**config.mk**
```make
export PLATFORM = sky130hd
export DESIGN_NAME = trans_assembler
export DESIGN_NICKNAME = d
export VERILOG_FILES = /design/src/rtl/trans_assembler.sv
export SDC_FILE = /design/constraint.sdc
export NUM_CORES = 1
export LEC_CHECK = 0
export ABC_AREA = 1
export CAP_MARGIN = 20
export CORE_AREA = 10 10 176 178
export DETAILED_ROUTE_END_ITERATION = 8
export DIE_AREA = 0 0 186 188
export GPL_TIMING_DRIVEN = 0
export PLACE_DENSITY = 0.63
export SYNTH_ARGS = -nofsm -noshare
export SYNTH_HDL_FRONTEND = slang
export SYNTH_SLANG_ARGS = --single-unit
```
**constraint.sdc**
```tcl
create_clock -name clk -period 3.34 [get_ports clk]
set_input_delay 0.668 -clock clk [delete_from_list [all_inputs] [get_ports clk]]
set_output_delay 0.668 -clock clk [all_outputs]
set_load 0.01 [all_outputs]
```
**src/rtl/trans_assembler.sv**
```systemverilog
// trans_assembler
// Builds 128-bit transactions from a byte stream. A frame is 16 payload
// bytes (byte 0 first, flagged by sof_i, most significant byte first)
// followed by one checksum byte equal to the XOR of the payload. A frame
// is emitted as a single-cycle valid_o strobe once its checksum is good
// (or ignored when CHECK_EN=0) and its sender and receiver ids differ.
//
// Ports
//   clk           : clock, rising edge
//   rst_n         : asynchronous active-low reset
//   byte_i        : inbound byte
//   byte_valid_i  : byte_i / sof_i qualifier
//   sof_i         : byte_i is byte 0 of a frame
//   byte_ready_o  : byte accepted this cycle when high together with byte_valid_i
//   data_o        : assembled word {sender[47:0], receiver[47:0], amount[21:0], blk_start, rsvd[8:0]}
//   valid_o       : one-cycle strobe qualifying data_o
//   frame_cnt_o   : frames emitted (saturating)
//   err_cnt_o     : dropped frames plus stray bytes (saturating)
module trans_assembler #(
  parameter int CHECK_EN = 1,
  parameter int CNT_W    = 16
) (
  input  logic             clk,
  input  logic             rst_n,
  input  logic [7:0]       byte_i,
  input  logic             byte_valid_i,
  input  logic             sof_i,
  output logic             byte_ready_o,
  output logic [127:0]     data_o,
  output logic             valid_o,
  output logic [CNT_W-1:0] frame_cnt_o,
  output logic [CNT_W-1:0] err_cnt_o
);

  typedef enum logic [1:0] {IDLE, PAYLOAD, CHECKSUM, EMIT} state_t;

  state_t             state_q, state_d;
  logic [3:0]         idx_q, idx_d;
  logic [7:0]         xor_q, xor_d;
  logic [127:0]       data_q, data_d;
  logic               valid_q, valid_d;
  logic [CNT_W-1:0]   frame_cnt_q, frame_cnt_d;
  logic [CNT_W-1:0]   err_cnt_q, err_cnt_d;

  logic               accept;
  logic [6:0]         wr_pos;
  logic               ids_differ;
  logic               chk_ok;

  function automatic logic [CNT_W-1:0] sat_inc(input logic [CNT_W-1:0] v);
    return (&v) ? v : v + 1'b1;
  endfunction

  // Ready is a pure function of the state register so there is no
  // combinational path from the byte inputs back to byte_ready_o.
  assign byte_ready_o = (state_q != EMIT);
  assign accept       = byte_valid_i & byte_ready_o;

  // Byte n lands at bits [127-8n -: 8]; ~idx is 15-idx for a 4-bit index.
  assign wr_pos       = {~idx_q, 3'b000};
  assign ids_differ   = (data_q[127:80] != data_q[79:32]);
  assign chk_ok       = (CHECK_EN == 0) || (byte_i == xor_q);

  always_comb begin
    state_d     = state_q;
    idx_d       = idx_q;
    xor_d       = xor_q;
    data_d      = data_q;
    valid_d     = 1'b0;
    frame_cnt_d = frame_cnt_q;
    err_cnt_d   = err_cnt_q;

    case (state_q)
      IDLE: begin
        if (accept) begin
          if (sof_i) begin
            data_d[127:120] = byte_i;
            xor_d           = byte_i;
            idx_d           = 4'd1;
            state_d         = PAYLOAD;
          end else begin
            err_cnt_d = sat_inc(err_cnt_q);
          end
        end
      end

      PAYLOAD: begin
        if (accept) begin
          if (sof_i) begin
            // Abort the current frame and restart with this byte as byte 0.
            err_cnt_d       = sat_inc(err_cnt_q);
            data_d[127:120] = byte_i;
            xor_d           = byte_i;
            idx_d           = 4'd1;
          end else begin
            data_d[wr_pos +: 8] = byte_i;
            xor_d               = xor_q ^ byte_i;
            idx_d               = idx_q + 4'd1;
            if (idx_q == 4'd15) state_d = CHECKSUM;
          end
        end
      end

      CHECKSUM: begin
        if (accept) begin
          if (sof_i) begin
            err_cnt_d       = sat_inc(err_cnt_q);
            data_d[127:120] = byte_i;
            xor_d           = byte_i;
            idx_d           = 4'd1;
            state_d         = PAYLOAD;
          end else if (chk_ok && ids_differ) begin
            // valid_o is registered, so it rises together with the EMIT state.
            valid_d = 1'b1;
            state_d = EMIT;
          end else begin
            err_cnt_d = sat_inc(err_cnt_q);
            state_d   = IDLE;
          end
        end
      end

      EMIT: begin
        frame_cnt_d = sat_inc(frame_cnt_q);
        state_d     = IDLE;
      end

      default: state_d = IDLE;
    endcase
  end

  always_ff @(posedge clk or negedge rst_n) begin
    if (!rst_n) begin
      state_q     <= IDLE;
      idx_q       <= 4'd0;
      xor_q       <= 8'd0;
      data_q      <= 128'd0;
      valid_q     <= 1'b0;
      frame_cnt_q <= '0;
      err_cnt_q   <= '0;
    end else begin
      state_q     <= state_d;
      idx_q       <= idx_d;
      xor_q       <= xor_d;
      data_q      <= data_d;
      valid_q     <= valid_d;
      frame_cnt_q <= frame_cnt_d;
      err_cnt_q   <= err_cnt_d;
    end
  end

  assign data_o      = data_q;
  assign valid_o     = valid_q;
  assign frame_cnt_o = frame_cnt_q;
  assign err_cnt_o   = err_cnt_q;

endmodule

```
==> key figures <==
Status
  – Outcome: complete, no violations

Logic synthesis
  – Syn Area/Cell: 8.50 µm²
  – Yosys warning count: 0
  – Syn Nets: 1,008
  – Seq cells post-synth: 175
  – Syn Inst Count: 991
  – Post-Syn Area: 8420 µm²
  – Library cells used by synthesis: 40
  – Seq/Total Area, Yosys: 52.0%

Floorplanning
  – Core area: 27,500 µm²
  – Die width: 186 µm
  – Rows: 61
  – Chip Height: 188 µm
  – Die area: 35,000 µm²
  – Initial core utilization: 30.7%
  – # IOs: 174

Job
  – Max-Cap Viols: 0

Clock tree
  – Max clock buf depth: 2
  – CTS Buf Count: 17
  – Skew-Pair Late Insertion Delay: 0.43 ns
  – CTS tree: built
  – Clk root buf: clkbuf_16
  – H-tree depth: 4
  – Clk sink count: 175
  – Clock Pin Slew Worst Setup and Hold Paths: 0.07 ns
  – Post-CTS Hold Buffers: 0

GRT
  – GR peak layer: met2
  – Antenna violations before repair: 0
  – Pin count of the biggest net entering global routing: 119
  – Vias in the first global route: 7,071
  – Gr usage total: 15.0%
  – First-pass GRT wire length: 40,900 µm
  – Total gr overflow: 0
  – GR Util met2: 24.3%
  – Met1 usage: 18.0%
  – Met3 Use GR: 5.39%

Routing
  – DRC Markers: 0
  – Via count: 7,280
  – Post-DR vias/cell: 4.72
  – Drt first pass iters: 4
  – Wire per inst: 17.2 µm
  – Drt initial violations: 518
  – DRT Wirelength: 26,500 µm
  – Antenna viol nets, final: 0

Timing
  – Setup WS post-layout: 0.265 ns
  – Worst Clk Skew: 0.0130 ns
  – Final setup vio count: 0
  – Slew @ Worst Pin: 0.834 ns
  – Max Slew Vio Count: 0
  – RSZ-0062 raised after global routing: false
  – Post-layout min period: 3.07 ns
  – Fin crit share: 92.1%
  – Worst slew margin: 44.4%
  – Fmax: 0.325 GHz
  – Hold Fails Final Rpt: 0

Layout
  – Layout Cells excl Fill: 1,544
  – # diodes: 0
  – Share of layout cells above drive strength 1: 6.18%
  – Synth-to-Final Area Change: 33.1%
  – Post-Layout Inst Area: 11,200 µm²
  – Share of the core filled with cells: 40.8%
  – Post-layout nets: 1,202

Worst setup path
  – Crit path max fanout: 11
  – Worst Path Buf+Inv: 4
  – Crit path launch type: flip-flop
  – CP Class: flip-flop to flip-flop
  – Critical path depth: 7
  – Critical path arrival: 3.42 ns
  – Crit path required time: 3.69 ns
  – Worst path max stage delay: 0.59 ns
  – Worst path slowest cell: ha_1
  – Worst Setup End Kind: flip-flop
  – Crit-path cells: clkinv_1 -> clkbuf_1 -> ha_1 -> clkbuf_2 -> clkbuf_1 -> nand4_1 -> o21ai_0
  – R2R cell count: 7
  – Crit path max-delay family: buffers and inverters
  – Cell repeated most along the worst path: clkbuf_1

Placed design
  – DP HPWL: 19,800 µm
  – DP Cell Count: 1,511
  – Number of port buffers: 173
  – RD Place Congestion: 0.877
  – Post-Place Cell Area: 10,600 µm²
  – Placement Setup Slack: 0.0941 ns

Power and ir drop
  – Max rail drop VDD: 0.342 mV
  – Total power: 7.24 mW
  – Pwr Density: 646 nW/µm²
  – P_leak: 4.99 nW

Hold path
  – Worst hold path type: input port to asynchronous set/reset pin
Yosys cell counts (all sizes together):
library cell / n / share of area [%]
a21oi: 17 / 1.1
a22oi: 1 / 0.089
buf: 12 / 0.83
clkbuf: 29 / 1.3
clkinv: 1 / 0.045
dfrtp: 175 / 52
ha: 5 / 0.74
inv: 90 / 4.0
mux2: 1 / 0.13
nand2: 294 / 13
nand3: 23 / 1.6
nand4: 40 / 3.0
nor2: 72 / 3.3
nor3: 17 / 1.0
nor3b: 2 / 0.24
nor4: 3 / 0.65
o21a: 8 / 0.71
o21ai: 116 / 7.2
o22ai: 2 / 0.15
o31ai: 1 / 0.089
or2: 1 / 0.074
or4: 1 / 0.089
xnor2: 62 / 6.5
xor2: 18 / 1.9
cells in the final DEF, fill, tap and decap left out, types with 2 or more instances in the layout:
master	netlist	final
nor4_4	2	2
dfrtp_1	175	175
clkinv_4	0	2
xnor2_1	61	61
o21ai_2	8	8
clkbuf_16	0	17
nor3_1	17	17
clkbuf_1	29	28
a21oi_1	16	16
nand2_1	290	290
buf_2	8	8
buf_4	2	4
inv_8	0	3
nor2_1	70	70
clkinvlp_4	0	3
o21a_1	8	8
inv_6	0	3
xor2_1	18	18
o22ai_1	2	2
nand3_1	21	21
inv_1	87	87
clkdlybuf4s50_1	0	172
o21ai_1	2	2
o21ai_0	106	106
inv_2	3	3
nand2_2	3	3
nand4_1	40	40
ha_1	5	5
state kept, by name (all words and copies together) (netlist names):
signal	flops
err_cnt_o	16
idx_q	4
state_q	2
frame_cnt_o	16
valid_o	1
data_o	128
xor_q	8
metrics by stage:
stage	setup TNS, ns	hold slack (ns)
CTS	0	0.164
detailed placement	0	0.474
global route	0	0.183
finish	0	0.153
global placement	-1019.93	0.472
floorplan	0	0.372
kinds of logic (layout without fill, tap and decap cells):
| kind of cell | after synthesis | after routing | synth area share (%) |
|---|---|---|---|
| flops | 175 | 175 | 52.0 |
| xor+xnor | 80 | 80 | 8.41 |
| simple gates | 453 | 453 | 23.2 |
| compound gates | 145 | 145 | 9.34 |
| buf+inv | 132 | 339 | 6.18 |
| mux | 1 | 1 | 0.134 |
| fa+ha+maj | 5 | 5 | 0.743 |
worst paths after layout:
path,to,slack (ns),start
hold / removal,data_o[32],0.15,rst_n
setup / recovery,data_o[47],0.27,idx_q[0]
hold reg to reg,data_o[26],0.48,data_o[26]
setup reg to reg,data_o[47],0.27,idx_q[0]
max in group asynchronous,state_q[0],2.23,rst_n
min in group clk,data_o[26],0.48,data_o[26]
power by group:
group / leakage [nW] / switching [mW] / total (mW) / internal, mW
Clock: 0.276 / 0.939 / 2.00 / 1.06
Combinational: 2.34 / 1.44 / 2.46 / 1.02
Sequential: 2.38 / 0.351 / 2.78 / 2.43
Total: 4.99 / 2.73 / 7.24 / 4.51
routing by layer:
metal  share of wire, %  routed length, µm
met2                 47              12400
met3                8.7               2310
met1                 42              11200
met5                  0                  0
met4                2.4                623
what timing repair did:
action,in CTS,in global routing
buffers inserted,0,2
endpoints found under the setup margin,0,35
gates resized for setup,0,2
area by class of cell:
type	count	area, µm²
Fill cell	2784	16300
Sequential cell	175	4380
Multi-Input combinational cell	684	3520
Timing Repair Buffer	176	1780
Tap cell	346	433
Clock buffer	18	429
Inverter	91	342
Buffer	40	176
Clock inverter	14	151
worst reg2reg max path: cells and delay by family (launching register included):
family,cells,cell delay [ns]
adders and majority gates,1,0.59
and+or+nand+nor,1,0.33
DFF,1,0.48
AOI/OAI and AO/OA,1,0.25
buffers and inverters,4,1.34
Power figures use the tool's default switching activity.
